<file path="src/rtl/viterbi_pkg.sv">
// Shared Viterbi decoder parameters and FSM state encoding, used by the PE chain,
// its wrapper and the traceback block.
package viterbi_pkg;

    localparam int VT_N_STATES = 4;
    localparam int VT_T_MAX    = 16;
    localparam int VT_FW       = 16;

    typedef enum logic [1:0] {
        IDLE  = 2'd0,
        LOAD  = 2'd1,
        FINAL = 2'd2,
        TRACE = 2'd3
    } vt_state_t;

endpackage

</file>
<file path="src/rtl/viterbi_bp_mem.sv">
// Backpointer array psi[n][j]: synchronous write, combinational read so the
// traceback can follow one pointer per cycle.
module viterbi_bp_mem #(
    parameter int N_STATES = 4,
    parameter int T_MAX    = 16,
    parameter int IW       = $clog2(N_STATES),
    parameter int TW       = $clog2(T_MAX)
) (
    input  logic          clk,
    input  logic          wr_en,
    input  logic [TW-1:0] wr_n,
    input  logic [IW-1:0] wr_j,
    input  logic [IW-1:0] wr_dat,
    input  logic [TW-1:0] rd_n,
    input  logic [IW-1:0] rd_j,
    output logic [IW-1:0] rd_dat
);

    logic [IW-1:0] mem [T_MAX][N_STATES];

    always_ff @(posedge clk) begin
        if (wr_en) begin
            mem[wr_n][wr_j] <= wr_dat;
        end
    end

    assign rd_dat = mem[rd_n][rd_j];

endmodule

</file>
<file path="src/rtl/viterbi_traceback.sv">
// Viterbi traceback: stores backpointers, picks argmax of the final deltas, then
// emits the decoded path from step T-1 down to 0 (first beat 1 cycle after last fin).
module viterbi_traceback
    import viterbi_pkg::*;
#(
    parameter int N_STATES = VT_N_STATES,
    parameter int T_MAX    = VT_T_MAX,
    parameter int FW       = VT_FW,
    parameter int IW       = $clog2(N_STATES),
    parameter int TW       = $clog2(T_MAX)
) (
    input  logic                 clk,
    input  logic                 rst_n,
    input  logic                 bp_valid,
    input  logic [IW-1:0]        bp_idx,
    input  logic                 bp_last,
    output logic                 bp_ready,
    input  logic                 fin_valid,
    input  logic signed [FW-1:0] fin_val,
    output logic                 fin_ready,
    output logic                 path_valid,
    output logic [IW-1:0]        path_state,
    output logic [TW-1:0]        path_step,
    output logic                 path_last,
    input  logic                 path_ready,
    output logic                 busy,
    output logic                 err
);

    localparam logic [TW:0]   N_LIM  = (TW+1)'(T_MAX);
    localparam logic [IW-1:0] J_LAST = IW'(N_STATES - 1);
    localparam logic [TW-1:0] T_TOP  = TW'(T_MAX - 1);

    vt_state_t            state_q, state_d;
    logic [TW:0]          n_q;
    logic [IW-1:0]        j_q;
    logic [TW-1:0]        t_last_q;
    logic [IW-1:0]        fcnt_q;
    logic [IW-1:0]        arg_q;
    logic signed [FW-1:0] max_q;
    logic [IW-1:0]        s_q;
    logic [TW-1:0]        step_q;
    logic                 err_q;

    logic          bp_fire, fin_take, path_fire;
    logic          ovf, fin_first, fin_gt, fin_done;
    logic [IW-1:0] fin_idx, win_idx;
    logic [TW-1:0] t_load;
    logic          wr_en;
    logic [TW-1:0] wr_n;
    logic [IW-1:0] rd_dat;

    assign bp_ready  = (state_q == IDLE) || (state_q == LOAD);
    assign fin_ready = (state_q == IDLE) || (state_q == FINAL);
    assign bp_fire   = bp_valid && bp_ready;
    // In IDLE a simultaneous bp beat takes priority and the fin beat is left pending.
    assign fin_take  = fin_valid && ((state_q == FINAL) || ((state_q == IDLE) && !bp_valid));
    assign path_fire = path_valid && path_ready;

    // n saturates at T_MAX, so equality flags every beat beyond the array.
    assign ovf    = (n_q == N_LIM);
    assign t_load = ovf ? T_TOP : n_q[TW-1:0];
    assign wr_en  = bp_fire && ((state_q == IDLE) || !ovf);
    assign wr_n   = (state_q == IDLE) ? TW'(1) : n_q[TW-1:0];

    assign fin_first = (state_q == IDLE) || (fcnt_q == '0);
    assign fin_idx   = (state_q == IDLE) ? '0 : fcnt_q;
    assign fin_gt    = fin_val > max_q;
    assign win_idx   = (fin_first || fin_gt) ? fin_idx : arg_q;
    assign fin_done  = (state_q == FINAL) && (fcnt_q == J_LAST);

    viterbi_bp_mem #(
        .N_STATES (N_STATES),
        .T_MAX    (T_MAX),
        .IW       (IW),
        .TW       (TW)
    ) u_bp_mem (
        .clk    (clk),
        .wr_en  (wr_en),
        .wr_n   (wr_n),
        .wr_j   ((state_q == IDLE) ? '0 : j_q),
        .wr_dat (bp_idx),
        .rd_n   (step_q),
        .rd_j   (s_q),
        .rd_dat (rd_dat)
    );

    always_comb begin
        state_d = state_q;
        case (state_q)
            IDLE: begin
                if (bp_fire) begin
                    state_d = bp_last ? FINAL : LOAD;
                end else if (fin_take) begin
                    state_d = FINAL;
                end
            end
            LOAD: begin
                if (bp_fire && bp_last) begin
                    state_d = FINAL;
                end
            end
            FINAL: begin
                if (fin_take && fin_done) begin
                    state_d = TRACE;
                end
            end
            TRACE: begin
                if (path_fire && (step_q == '0)) begin
                    state_d = IDLE;
                end
            end
            default: state_d = IDLE;
        endcase
    end

    always_ff @(posedge clk) begin
        if (!rst_n) begin
            state_q  <= IDLE;
            n_q      <= '0;
            j_q      <= '0;
            t_last_q <= '0;
            fcnt_q   <= '0;
            arg_q    <= '0;
            max_q    <= '0;
            s_q      <= '0;
            step_q   <= '0;
            err_q    <= 1'b0;
        end else begin
            state_q <= state_d;
            case (state_q)
                IDLE: begin
                    if (bp_fire) begin
                        // First beat is n=1, j=0; a last flag here is necessarily misaligned.
                        err_q <= bp_last;
                        n_q   <= (TW+1)'(1);
                        j_q   <= IW'(1);
                        if (bp_last) begin
                            t_last_q <= TW'(1);
                            fcnt_q   <= '0;
                        end
                    end else if (fin_take) begin
                        // A fin beat with no backpointers starts a fresh T=1 sequence.
                        err_q    <= 1'b0;
                        t_last_q <= '0;
                        max_q    <= fin_val;
                        arg_q    <= '0;
                        fcnt_q   <= IW'(1);
                    end
                end
                LOAD: begin
                    if (bp_fire) begin
                        if (ovf) begin
                            err_q <= 1'b1;
                        end
                        if (j_q == J_LAST) begin
                            j_q <= '0;
                            if (!ovf) begin
                                n_q <= n_q + (TW+1)'(1);
                            end
                        end else begin
                            j_q <= j_q + IW'(1);
                        end
                        if (bp_last) begin
                            if (j_q != J_LAST) begin
                                err_q <= 1'b1;
                            end
                            t_last_q <= t_load;
                            fcnt_q   <= '0;
                        end
                    end
                end
                FINAL: begin
                    if (fin_take) begin
                        if (fin_first || fin_gt) begin
                            max_q <= fin_val;
                            arg_q <= fin_idx;
                        end
                        fcnt_q <= fcnt_q + IW'(1);
                        if (fin_done) begin
                            s_q    <= win_idx;
                            step_q <= t_last_q;
                        end
                    end
                end
                TRACE: begin
                    if (path_fire && (step_q != '0)) begin
                        s_q    <= rd_dat;
                        step_q <= step_q - TW'(1);
                    end
                end
                default: ;
            endcase
        end
    end

    assign path_valid = (state_q == TRACE);
    assign path_state = path_valid ? s_q : '0;
    assign path_step  = path_valid ? step_q : '0;
    assign path_last  = path_valid && (step_q == '0);
    assign busy       = (state_q != IDLE);
    assign err        = err_q;

endmodule

</file>
<file path="config.mk">
export PLATFORM = sky130hd
export DESIGN_NAME = viterbi_traceback
export DESIGN_NICKNAME = d
export VERILOG_FILES = /design/src/rtl/viterbi_pkg.sv /design/src/rtl/viterbi_bp_mem.sv /design/src/rtl/viterbi_traceback.sv
export SDC_FILE = /design/constraint.sdc
export NUM_CORES = 1
export LEC_CHECK = 0
export CORE_MARGIN = 3
export CORE_UTILIZATION = 49
export CTS_CLUSTER_DIAMETER = 120
export DETAILED_ROUTE_END_ITERATION = 8
export PLACE_DENSITY = 0.72
export SLEW_MARGIN = 30
export SYNTH_ARGS = -nofsm -noshare
export SYNTH_HDL_FRONTEND = slang
export SYNTH_SLANG_ARGS = --single-unit
export TNS_END_PERCENT = 50
</file>
<file path="constraint.sdc">
create_clock -name clk -period 2.3 [get_ports clk]
set_input_delay 0.23 -clock clk [delete_from_list [all_inputs] [get_ports clk]]
set_output_delay 0.23 -clock clk [all_outputs]
set_load 0.01 [all_outputs]
</file>
==> flow_metrics.py, run 1 <==
metrics = {
    "floorplanning": {
        "initial_utilization": 0.505,
        "fp.dieH_um": 134,
        "ioPinCount": 36,
        "die_w_um": 134,
        "die_area_mm2": 0.0181,
        "fp.coreArea_mm2": 0.0160,
        "placementRows": 46,
    },
    "cts": {
        "h-tree-depth": 4,
        "clk_pin_slew_worst_paths_ps": 70,
        "clockBufferDepth": 2,
        "clkLatencyLatePin_ps": 430,
        "tritoncts": "built",
        "cts_made_buffers": 17,
        "cts-root-buf": "clkbuf_16",
        "hold_buffers": 0,
        "clock_sinks": 172,
    },
    "synth": {
        "synth_compound_area_frac": 0.0781,
        "yosysUniqueCellTypes": 61,
        "ys_seq_area_frac": 0.585,
        "yosys-top-cells-area": "edfxtp_1, dfxtp_1, mux4_2",
        "synth-edff-count": 128,
        "async_reset_ff_frac": 0,
        "synth_top_area_cell": "edfxtp_1",
        "yosysTopAreaCellShare": 0.476,
        "ys.flop_type": "edfxtp_1",
        "synthAdderAreaFrac": 0.0418,
        "postSynthCellCount": 661,
        "synthSimpleGateAreaFrac": 0.136,
        "yosysWarningCount": 0,
        "syn-num-nets": 712,
        "synth_mux_area_frac": 0.122,
        "synth_xor_area_frac": 0.00325,
        "netlist_area_mm2": 0.00808,
        "synthTopCellsByCount": "edfxtp_1, nor2_1, nand2_1",
        "synth_seq_cells": 172,
        "synth_top_family_by_area": "simple AND/OR/NAND/NOR gates",
        "synth.most_common_cell": "edfxtp_1",
        "avgSynthCellArea_um2": 12.2,
    },
    "detailed_routing": {
        "first_pass_iters": 6,
        "drt_wl_total_mm": 17.6,
        "final_antenna_net_count": 0,
        "top_layer_used": "met4",
        "wl_met1_mm": 7.09,
        "drc_errors": 0,
        "met3WireLength_mm": 1.13,
        "num_vias": 5430,
        "drtIter0Drc": 532,
        "wl_met2_mm": 9.01,
        "post_drt_wl_per_cell_um": 18.6,
        "viasPerCell": 5.72,
    },
    "global_route": {
        "antenna_found_initial": 0,
        "grt_max_degree": 65,
        "overflow": 0,
        "grt_usage": 0.200,
        "grt_pass1_vias": 5511,
        "grt_first_pass_wirelength_mm": 28.0,
    },
    "sta": {
        "fmax_mhz": 453,
        "final_max_slew_viol_count": 0,
        "tightest_slew_ps": 639,
        "post-route-min-period_ps": 2210,
        "hold_viol": 0,
        "finalSetupViolCount": 0,
        "finalClockSkew_ps": 10.8,
        "finalWorstSetupSlack_ps": 91.7,
        "slew_headroom": 0.574,
        "post-route-period-util": 0.960,
        "fin_hold_ws_ps": 377,
    },
    "worst_setup_path": {
        "r2r_start": "max_q[15]$_SDFFE_PN0P_",
        "rr_worst_depth": 9,
        "cp.required_ps": 2070,
        "crit_start": "state_q[1]$_SDFFE_PN0P_",
        "r2r_setup_slack_ps": 100,
        "crit_type": "reg -> out",
        "worst-path-max-fanout": 8,
        "startpoint_type": "flip-flop",
        "crit-reg2reg-capture": "max_q[0]$_SDFFE_PN0P_",
        "crit_end": "bp_ready",
        "worst_ep_arrival_time_ps": 1980,
        "critPathCaptureType": "output pin",
    },
    "place": {
        "gp_congestion": 0.850,
        "dpl.cell_count": 917,
        "port_buffers": 35,
        "dpl_worst_slack_ps": -331,
        "hpwl_mm": 12.3,
    },
    "layout": {
        "fin_util": 0.597,
        "final_layout_size_suffix_gt1_frac": 0.173,
        "diodes": 0,
        "final_cells": 950,
        "syn2layout_area_growth_pct": 18.4,
        "nFillCells": 1296,
        "nets": 772,
    },
    "power": {
        "ir_drop_mv": 0.609,
        "p_leak_nw": 3.13,
        "cellPowerDensity_mw_per_mm2": 895,
    },
    "job": {
        "max_cap_viol_count": 0,
    },
    "run_status": {
        "status": "complete, no violations",
    },
    "worst_hold_path": {
        "hold_path.class": "in -> reg",
    },
}
through the flow:
step                      power, mW  TNS (ps)  instance area (um2)
after floorplan                4.99         0                 8090
after global placement         5.60     -3940                 8860
after detailed placement       5.67     -5580                 8860
after CTS                      8.50         0                 9470
after global routing           8.93     -5.89                 9560
final                          8.55         0                 9560
placed cells by master, fill, tap and decap left out, drive strengths merged, types with 9 or more instances in the layout:
cell type      instances
edfxtp               128
nor2                  93
nand2                 71
dfxtp                 44
buf                   42
inv                   35
mux2i                 33
clkdlybuf4s50         31
mux4                  28
a21oi                 28
ha                    27
clkbuf                21
o21ai                 12
nor2b                 11
and2                  10
nand3                  9
a22oi                  9
nand4                  9
worst min-delay path by stage:
stage                              from                            end  slack (ps)  cells past startpoint
6_report                      bp_idx[1]  u_bp_mem.mem[15][3]$_DFFE_PP_         380                      1
3_3_place_gp   t_last_q[3]$_SDFFE_PN0P_       t_last_q[3]$_SDFFE_PN0P_         440                      2
5_1_grt                     fin_val[11]         max_q[11]$_SDFFE_PN0P_         400                      3
4_1_cts                       bp_idx[1]  u_bp_mem.mem[15][3]$_DFFE_PP_         370                      1
2_1_floorplan                 bp_idx[0]   u_bp_mem.mem[0][0]$_DFFE_PP_         330                      0
3_5_place_dp      max_q[6]$_SDFFE_PN0P_          max_q[6]$_SDFFE_PN0P_         450                      2
registers in the layout (all words and copies together), names as in the netlist, named ones only:
| register | cells |
|---|---|
| u_bp_mem.mem | 128 |
| arg_q | 2 |
| n_q | 5 |
| err | 1 |
| state_q | 2 |
| fcnt_q | 2 |
| max_q | 16 |
| s_q | 2 |
| t_last_q | 4 |
| step_q | 4 |
| j_q | 2 |
layout make-up:
type / count / area [um2] / area share
clock inverters: 11 / 91.3 / 0.00955
well taps: 216 / 270 / 0.0283
inverters: 30 / 113 / 0.0118
clock buffers: 21 / 503 / 0.0526
repair buffers: 75 / 674 / 0.0705
flip-flops and latches: 172 / 4740 / 0.496
multi-input cells: 425 / 3170 / 0.332
critical path, stage by stage, from the launching register on:
cell and delay, ps:
dfxtp_2 350, inv_1 100, ha_2 240, or2_2 360
clkdlybuf4s50_1 500
logic make-up (layout without fill, tap and decap cells):
family / count (synthesis) / in the layout
fa+ha+maj: 27 / 27
xor+xnor: 3 / 3
flops: 172 / 172
compound gates: 93 / 93
simple gates: 239 / 239
buf+inv: 64 / 137
mux: 63 / 63
layer usage:
layer	up-vias	track usage
met5	-	0
met4	0	0.0820
met3	35	0.0375
met2	195	0.341
met1	2639	0.252
li1	2561	-
timing repair:
item / 4_1_cts / 5_1_grt
pin swaps: 0 / 3
cloned: 0 / 1
gates resized for setup: 7 / 19
buffers inserted: 0 / 0
endpoints found under the setup margin: 12 / 23
power by group:
part | internal (mW) | total [mW] | switching, mW
sequential | 3.48 | 3.60 | 0.120
combinational | 0.914 | 2.13 | 1.21
clock | 1.59 | 2.83 | 1.23
No activity file was read; power rests on OpenSTA's default activity.
==> run 2, diff against run 1 <==
CTS_CLUSTER_SIZE = 30   (was not set)
RECOVER_POWER = 25   (was not set)
==> run 2 against run 1 <==
Against the previous run:
- the flow now finishes with violations (max-capacitance violations, max-slew violations)
- worst setup slack barely moved
- clock skew is essentially flat
- die area unchanged
- count of clock-buffer cells in the layout unchanged
- utilization about the same
- final area barely moved
- first-iteration DRC count did not move
- sequential cell count unchanged
- clock power is essentially flat
- critical path type unchanged
- critical endpoint unchanged
- largest power group unchanged
==> flow_metrics.py, run 2 (synthesis results as in run 1) <==
metrics = {
    "run_status": {
        "status": "complete, but fails checks",
        "violations": "max-capacitance violations, max-slew violations",
    },
    "worst_setup_path": {
        "r2r_setup_slack_ps": 100,
        "slowest_stage": "clkdlybuf4s50_1",
        "critPathCaptureType": "output pin",
        "cp.required_ps": 2070,
        "cp_cell_sequence": "inv_1 -> ha_2 -> or2_2 -> clkdlybuf4s50_1",
        "startpoint_type": "flip-flop",
        "slowest_delay_ps": 500,
        "crit_type": "reg -> out",
        "worst_ep_arrival_time_ps": 1980,
        "worst-path-max-fanout": 8,
    },
    "sta": {
        "post-route-min-period_ps": 2210,
        "slew_headroom": -0.0238,
        "tightest_slew_ps": 1540,
        "final_max_slew_viol_count": 38,
        "hold_viol": 0,
        "post-route-period-util": 0.960,
        "finalSetupViolCount": 0,
        "fmax_mhz": 453,
        "finalClockSkew_ps": 10.8,
    },
    "layout": {
        "diodes": 0,
        "largest_register_ffs": 128,
        "fin_util": 0.597,
        "final_common_cell": "edfxtp_1",
        "nets": 772,
        "top_register": "u_bp_mem.mem",
        "final_layout_size_suffix_gt1_frac": 0.172,
        "mostFrequentLayoutCells": "edfxtp_1, nor2_1, nand2_1",
        "biggestRegsByFlops": "u_bp_mem.mem (128), max_q (16), n_q (5)",
        "syn2layout_area_growth_pct": 18.3,
        "nFillCells": 1298,
    },
    "floorplanning": {
        "initial_utilization": 0.505,
        "die_w_um": 134,
        "ioPinCount": 36,
        "fp.dieH_um": 134,
        "fp.coreArea_mm2": 0.0160,
        "placementRows": 46,
        "die_area_mm2": 0.0181,
    },
    "power": {
        "p_comb_frac": 0.249,
        "sw_frac_of_total": 0.300,
        "p_leak_nw": 3.12,
        "power.internal_mw": 5.98,
        "total_power_mw": 8.55,
        "ir_drop_mv": 0.609,
        "p_clk_frac": 0.331,
        "switchingPower_mw": 2.57,
        "cellPowerDensity_mw_per_mm2": 895,
        "pwr-share-seq": 0.421,
    },
    "cts": {
        "cts-root-buf": "clkbuf_16",
        "h-tree-depth": 4,
        "cts_made_buffers": 17,
        "clock_sinks": 172,
        "clk_pin_slew_worst_paths_ps": 70,
        "clockBufferDepth": 2,
        "clkLatencyLatePin_ps": 430,
        "hold_buffers": 0,
        "cts_setup_buffers": 0,
        "tritoncts": "built",
    },
    "detailed_routing": {
        "drtIter0Drc": 532,
        "drt_wl_total_mm": 17.6,
        "drc_errors": 0,
        "first_pass_iters": 7,
        "final_antenna_net_count": 0,
        "viasPerCell": 5.71,
        "post_drt_wl_per_cell_um": 18.6,
        "num_vias": 5428,
    },
    "job": {
        "max_cap_viol_count": 1,
    },
    "worst_hold_path": {
        "hold_path.class": "in -> reg",
    },
    "global_route": {
        "antenna_found_initial": 0,
        "grt_pass1_vias": 5511,
        "grt_usage": 0.200,
        "grt_first_pass_wirelength_mm": 28.0,
        "grt_max_degree": 65,
        "overflow": 0,
    },
    "place": {
        "port_buffers": 35,
        "gp_congestion": 0.850,
        "hpwl_mm": 12.3,
    },
}
[run 2: path summary, 6_finish.rpt]
| check | endpoint | depth (start not counted) | start |
|---|---|---|---|
| max reg2reg | max_q[0]$_SDFFE_PN0P_ | 9 | max_q[15]$_SDFFE_PN0P_ |
| max | bp_ready | 4 | state_q[1]$_SDFFE_PN0P_ |
| min reg2reg | max_q[14]$_SDFFE_PN0P_ | 2 | max_q[14]$_SDFFE_PN0P_ |
| min | max_q[7]$_SDFFE_PN0P_ | 3 | fin_val[7] |
[run 2: critical path: cells and delay by family (launching register included)]
family | cells | cell delay, ps
flip-flops | 1 | 350
buffers and inverters | 2 | 600
adder cells (fa/ha/maj) | 1 | 240
AND/OR/NAND/NOR | 1 | 360
[run 2: power by group through the flow]
stage / sequential [mW] / clock, mW / combinational (mW)
after floorplan: 3.61 / 0 / 1.38
after global placement: 3.64 / 0 / 1.96
after detailed placement: 3.66 / 0 / 2.02
after CTS: 3.59 / 2.86 / 2.04
after global routing: 3.62 / 2.98 / 2.33
final: 3.60 / 2.83 / 2.13
[run 2: area by class of cell]
type / count / area [um2] / share of cell area
flip-flops and latches: 172 / 4740 / 0.496
clock inverters: 11 / 91.3 / 0.00956
repair buffers: 75 / 671 / 0.0702
inverters: 30 / 113 / 0.0118
clock buffers: 21 / 503 / 0.0526
multi-input cells: 425 / 3170 / 0.332
well taps: 216 / 270 / 0.0283
[run 2: layer usage]
layer  GRT usage  vias up  share of wire
met3      0.0375       35          0.063
met2       0.341      192           0.51
met5           0        -              0
met1       0.252     2639           0.40
met4      0.0820        0          0.023
li1            -     2562              -
[run 2: stage by stage]
| stage | std cells | hold slack [ps] | setup WS (ps) | instance area, um2 | setup TNS (ps) |
|---|---|---|---|---|---|
| 2_1_floorplan | 661 | 329 | 47.7 | 8090 | 0 |
| 3_3_place_gp | 917 | 441 | -236 | 8860 | -3940 |
| 3_5_place_dp | 917 | 448 | -331 | 8860 | -5580 |
| 4_1_cts | 949 | 373 | 5.75 | 9470 | 0 |
| 5_1_grt | 950 | 403 | -5.89 | 9560 | -5.89 |
| 6_report | 950 | 393 | 91.6 | 9560 | 0 |
[run 2: timing repair]
| item | in CTS | in global routing |
|---|---|---|
| resized for setup | 7 | 19 |
| gates cloned | 0 | 1 |
| endpoints found under the setup margin | 12 | 23 |
| pin swaps | 0 | 3 |
==> run 3, diff against run 2 <==
PLACE_DENSITY = 0.69   (was 0.72)
==> run 3 against run 2 <==
Against the previous run:
- the flow now finishes without violations
- first-iteration DRC count fell by 21%
- sequential power barely moved
- largest cell class unchanged
- final area rose by 2.3%
- worst hold slack improved by 35 ps
- sequential cell count did not move
- maximum frequency fell by 1.9%
- cell count rose by 0.32%
- non-clock buffer count rose by 3
- critical endpoint is now max_q[7]$_SDFFE_PN0P_
- highest routed layer unchanged
- wire length rose by 0.83%
- utilization rose by 1.4 points
- global-route usage barely moved
- via count rose by 1.5%
==> flow_metrics.py, run 3 (synthesis results as in run 1) <==
metrics = {
    "layout": {
        "fin_util": 0.611,
        "top_register": "u_bp_mem.mem",
        "largest_register_ffs": 128,
        "final_layout_size_suffix_gt1_frac": 0.209,
        "syn2layout_area_growth_pct": 21.1,
        "final_common_cell": "edfxtp_1",
        "biggestRegsByFlops": "u_bp_mem.mem (128), max_q (16), n_q (5)",
        "mostFrequentLayoutCells": "edfxtp_1, nor2_1, nand2_1",
        "diodes": 0,
        "final_cells": 953,
        "nets": 775,
    },
    "detailed_routing": {
        "viasPerCell": 5.78,
        "post_drt_wl_per_cell_um": 18.7,
        "first_pass_iters": 5,
        "drt_wl_total_mm": 17.8,
        "num_vias": 5509,
        "final_antenna_net_count": 0,
        "drtIter0Drc": 421,
        "drc_errors": 0,
    },
    "sta": {
        "post-route-min-period_ps": 2250,
        "rsz0062_at_grt": "true",
        "finalSetupViolCount": 0,
        "finalClockSkew_ps": 12.2,
        "tightest_slew_ps": 1170,
        "slew_headroom": 0.222,
        "post-route-period-util": 0.978,
        "fmax_mhz": 444,
        "final_max_slew_viol_count": 0,
        "hold_viol": 0,
    },
    "cts": {
        "cts-root-buf": "clkbuf_16",
        "clkLatencyLatePin_ps": 440,
        "clock_sinks": 172,
        "cts_made_buffers": 17,
        "clk_pin_slew_worst_paths_ps": 70,
        "clockBufferDepth": 2,
        "hold_buffers": 0,
        "tritoncts": "built",
        "h-tree-depth": 4,
    },
    "floorplanning": {
        "ioPinCount": 36,
        "placementRows": 46,
        "initial_utilization": 0.505,
        "die_area_mm2": 0.0181,
        "die_w_um": 134,
        "fp.dieH_um": 134,
        "fp.coreArea_mm2": 0.0160,
    },
    "global_route": {
        "grt_pass1_vias": 5420,
        "grt_max_degree": 65,
        "grt_first_pass_wirelength_mm": 27.9,
        "overflow": 0,
        "antenna_found_initial": 0,
        "grt_usage": 0.200,
    },
    "run_status": {
        "status": "complete, no violations",
    },
    "worst_setup_path": {
        "crit_type": "reg -> reg",
        "cp_cell_sequence": "inv_1 -> ha_4 -> nand2_1 -> or4_4 -> a21oi_4 -> o31ai_4 -> a21oi_4 -> clkbuf_16 -> mux2i_1",
        "cp.required_ps": 2650,
        "worst_ep_arrival_time_ps": 2600,
        "slowest_stage": "or4_4",
        "slowest_delay_ps": 540,
        "critPathCaptureType": "flip-flop",
        "crit_buf_inv": 2,
        "worst-path-max-fanout": 6,
        "startpoint_type": "flip-flop",
        "crit_top_cell": "a21oi_4",
        "crit_family": "simple AND/OR/NAND/NOR gates",
    },
    "power": {
        "ir_drop_mv": 0.582,
        "sw_frac_of_total": 0.306,
        "cellPowerDensity_mw_per_mm2": 908,
        "pwr-share-seq": 0.405,
        "switchingPower_mw": 2.72,
        "power.internal_mw": 6.16,
        "p_comb_frac": 0.258,
        "p_leak_nw": 3.19,
        "p_clk_frac": 0.337,
    },
    "place": {
        "port_buffers": 35,
        "hpwl_mm": 12.0,
        "gp_congestion": 0.875,
        "dpl.cell_count": 916,
    },
    "worst_hold_path": {
        "hold_path.class": "in -> reg",
    },
    "job": {
        "max_cap_viol_count": 0,
    },
}
==> run 3: changes by cell type in the layout (fill, tap and decap cells not counted), sizes merged <==
cell and delta:
clkinv +2, clkdlybuf4s50 -1, dlygate4sd2 -1, dlymetal6s2s +2
buf +2, bufinv +2, clkbuf -3
==> run 3: final timing paths <==
check	from	slack, ps	cells after the start	endpoint
setup / recovery	max_q[8]$_SDFFE_PN0P_	50	9	max_q[7]$_SDFFE_PN0P_
hold / removal	fin_val[0]	430	3	max_q[0]$_SDFFE_PN0P_
setup reg to reg	max_q[8]$_SDFFE_PN0P_	50	9	max_q[7]$_SDFFE_PN0P_
hold reg to reg	max_q[11]$_SDFFE_PN0P_	460	2	max_q[11]$_SDFFE_PN0P_
==> run 3: per-stage QoR <==
stage	TNS (ps)	hold WS (ps)	worst slack (ps)	cell area (um2)	power, mW
after floorplan	0	329	47.7	8090	4.99
after global placement	-4210	442	-229	8870	5.65
after detailed placement	-5370	450	-313	8870	5.71
after CTS	-0.350	387	-0.350	9530	8.70
after global routing	-219	418	-30.6	9780	9.31
final	0	428	49.6	9780	8.88
==> run 3: metal layers <==
layer  vias to the layer above  GRT usage  wire [um]
met4                         0     0.0588        255
li1                       2569          -          -
met2                       176      0.310       8680
met3                        27     0.0589       1060
met1                      2737      0.277       7790
met5                         -          0          0
==> run 3: tightest hold or removal path, cell delays in order <==
cell	delay, ps
clkdlybuf4s50_1	440
nand2_1	80
mux2i_1	60
==> run 3: what timing repair did <==
action,in CTS,in global routing
resized for setup,7,41
endpoints found under the setup margin,5,41
gates cloned,0,1
hold endpoints to repair,0,0
pin swaps,0,10
buffers inserted,0,4
==> run 3: cell type report <==
cell class              instances  area [um2]
well taps                     216         270
repair buffers                 78         733
clock buffers                  17         425
multi-input cells             425        3290
flip-flops and latches        172        4740
clock inverters                15         199
fillers                      1268        6220
inverters                      30         113
==> run 3: power groups by stage <==
| stage | clock network (mW) | registers [mW] | logic (mW) |
|---|---|---|---|
| CTS | 3.02 | 3.58 | 2.09 |
| global route | 3.18 | 3.62 | 2.51 |
| finish | 2.99 | 3.60 | 2.29 |
| global placement | 0 | 3.64 | 2.02 |
| floorplan | 0 | 3.61 | 1.38 |
| detailed placement | 0 | 3.64 | 2.06 |
==> patch (flow settings as in run 1) <==
The package constant `VT_T_MAX` goes from 16 to 8.
--- a/src/rtl/viterbi_pkg.sv
+++ b/src/rtl/viterbi_pkg.sv
@@ -3,7 +3,7 @@
 package viterbi_pkg;
 
     localparam int VT_N_STATES = 4;
-    localparam int VT_T_MAX    = 16;
+    localparam int VT_T_MAX    = 8;
     localparam int VT_FW       = 16;
 
     typedef enum logic [1:0] {
Interface: changed (resized path_step); port bits go from 36 to 35. The function was not compared with the original's and may differ.
==> patch against run 1 <==
  * Global-route usage barely moved
  * Sequential cell count shrank 68
  * Synthesized cell count fell by 29%
  * Power shrank 43%
  * Final area down 35%
  * Sequential power down 38%
  * Clock power fell by 64%
  * Routed wire length shrank 35%
  * Area after synthesis is 35% lower
  * Setup slack worse by 0.074 ns
==> patch: results (changes against run 1) <==
* Synth Area in Adders at 0.0643 (was 0.0418)
* Post-CTS sizing at 7 (unchanged)
* Post-synthesis compound-gate area fraction at 0.0827 (was 0.0781)
* Max stage delay cell, worst path: dfxtp_2 (was clkdlybuf4s50_1)
* Mux share of post-synthesis cell area at 0.135 (was 0.122)
* Top Family by Delay on Critical Path: compound AO/OA/AOI/OAI gates (was buffers and inverters)
* Yosys warns at 0 (unchanged)
* Nets at 577 (was 772)
* Largest registers: u_bp_mem.mem (64), max_q (16), n_q (4) (was u_bp_mem.mem (128), max_q (16), n_q (5))
* Syn_nets at 521 (was 712)
* R2R depth at 8 (was 9)
* Post-DP HPWL at 8100 um (was 12300 um)
* Post-Syn Area per Cell at 11.2 sq um (was 12.2 sq um)
* CTS HTree Levels at 3 (was 4)
* Synth Area in XOR/XNOR at 0.00334 (was 0.00325)
* Crit-path max FO at 5 (was 8)
* Total GRT Usage at 0.200 (about the same)
* Actual slew at the worst max-slew pin at 0.717 ns (was 0.639 ns)
* Post-CTS Setup Inserts at 1 (was 0)
* Seq pwr at 2230 uW (was 3600 uW)
* Clock latency at the later pin of the worst-skew pair at 0.37 ns (was 0.43 ns)
* Max stage delay on crit path at 0.34 ns (was 0.50 ns)
* Routability cong. at 0.810 (was 0.850)
* Initial DRC count at 319 (was 532)
* Number of global-route vias before repair at 3668 (was 5511)
* Reg clk slew, reported paths at 0.10 ns (was 0.07 ns)
* Area contributors post-synth: edfxtp_1, dfxtp_1, ha_1, mux4_2, mux2i_1 (was edfxtp_1, dfxtp_1, mux4_2, nor2_1, ha_1)
* Vias/cell at 5.63 (was 5.72)
* CTS Buf Count at 9 (was 17)
* Fill cells at 862 (was 1296)
* Critical path arrival at 2.54 ns (was 1.98 ns)
* Number of synthesized flops with an enable pin at 64 (was 128)
* Hold Crit Depth at 3 (was 1)
* Post-synth top cells: edfxtp_1, nor2_1, nand2_1, dfxtp_1, inv_1 (was edfxtp_1, nor2_1, nand2_1, dfxtp_1, mux2i_1)
* Largest net degree at the start of global routing at 45 (was 65)
* Combinational share of power at 0.331 (was 0.249)
* Distinct cells, synth at 55 (was 61)
* DR pass1 iterations at 5 (was 6)
* Share of cells above drive strength 1 at 0.154 (was 0.173)
* First-pass GRT wire length at 18300 um (was 28000 um)
* CTS Root Buffer Type: clkbuf_8 (was clkbuf_16)
* Seq/Total Area, Yosys at 0.519 (was 0.585)
* Outcome: completed (unchanged)
* Initial antenna violation count at 0 (unchanged)
* Total Wirelength at 11400 um (was 17600 um)
* Setup Skew at 0.00965 ns (was 0.0108 ns)
* IO buf count at 34 (was 35)
* P_comb at 1620 uW (was 2130 uW)
* Pleak at 0.00221 uW (was 0.00313 uW)
* Peak supply drop at 0.000490 V (was 0.000609 V)
* Psw at 1620 uW (was 2570 uW)
-- patch: changes by cell type after synthesis, moves of 10 or more --
cell      change
nor2_1       -33
mux2i_1      -10
nand2_1      -13
edfxtp_1     -64
mux4_2       -16
-- patch: stage by stage --
step           utilization  hold slack [ns]  instance area [sq um]  cells  setup slack, ns
2_1_floorplan            -            0.329                   5250    470           0.0140
4_1_cts              0.591            0.446                   6130    665          0.00488
5_1_grt              0.598            0.225                   6200    667           -0.122
6_report             0.598            0.202                   6200    667           0.0180
3_3_place_gp         0.572            0.442                   5930    648           -0.330
3_5_place_dp         0.572            0.450                   5930    648           -0.472
-- patch: metal layers --
layer | track usage | share of wire | vias to the layer above | wire, um
li1 | - | - | 1811 | -
met1 | 0.271 | 0.46 | 1825 | 5210
met3 | 0.0376 | 0.049 | 16 | 555
met5 | 0 | 0 | - | 0
met2 | 0.329 | 0.48 | 105 | 5510
met4 | 0.0606 | 0.014 | 0 | 165
-- patch: final timing paths --
path | start | to | slack, ns
max | max_q[14] | s_q[1] | 0.02
min | fin_val[13] | max_q[13] | 0.20
max reg2reg | max_q[14] | s_q[1] | 0.02
min reg2reg | max_q[12] | max_q[12] | 0.46
-- patch: worst reg2reg max path, stage by stage (launching register included) --
cell and delay [ns]:
dfxtp_2 0.34, inv_1 0.04, ha_1 0.30, nand4_1 0.17
nor4_4 0.33, a21boi_4 0.25, nor3_4 0.08, o311a_1 0.35
a311o_1 0.31
-- patch: area by class of cell --
type / instances / area [sq um] / area share
Sequential cell: 104 / 2730 / 0.440
Multi-Input combinational cell: 309 / 2360 / 0.381
Timing Repair Buffer: 69 / 646 / 0.104
Tap cell: 136 / 170 / 0.0274
Clock buffer: 10 / 128 / 0.0206
Inverter: 33 / 124 / 0.0200
Clock inverter: 6 / 45.0 / 0.00726
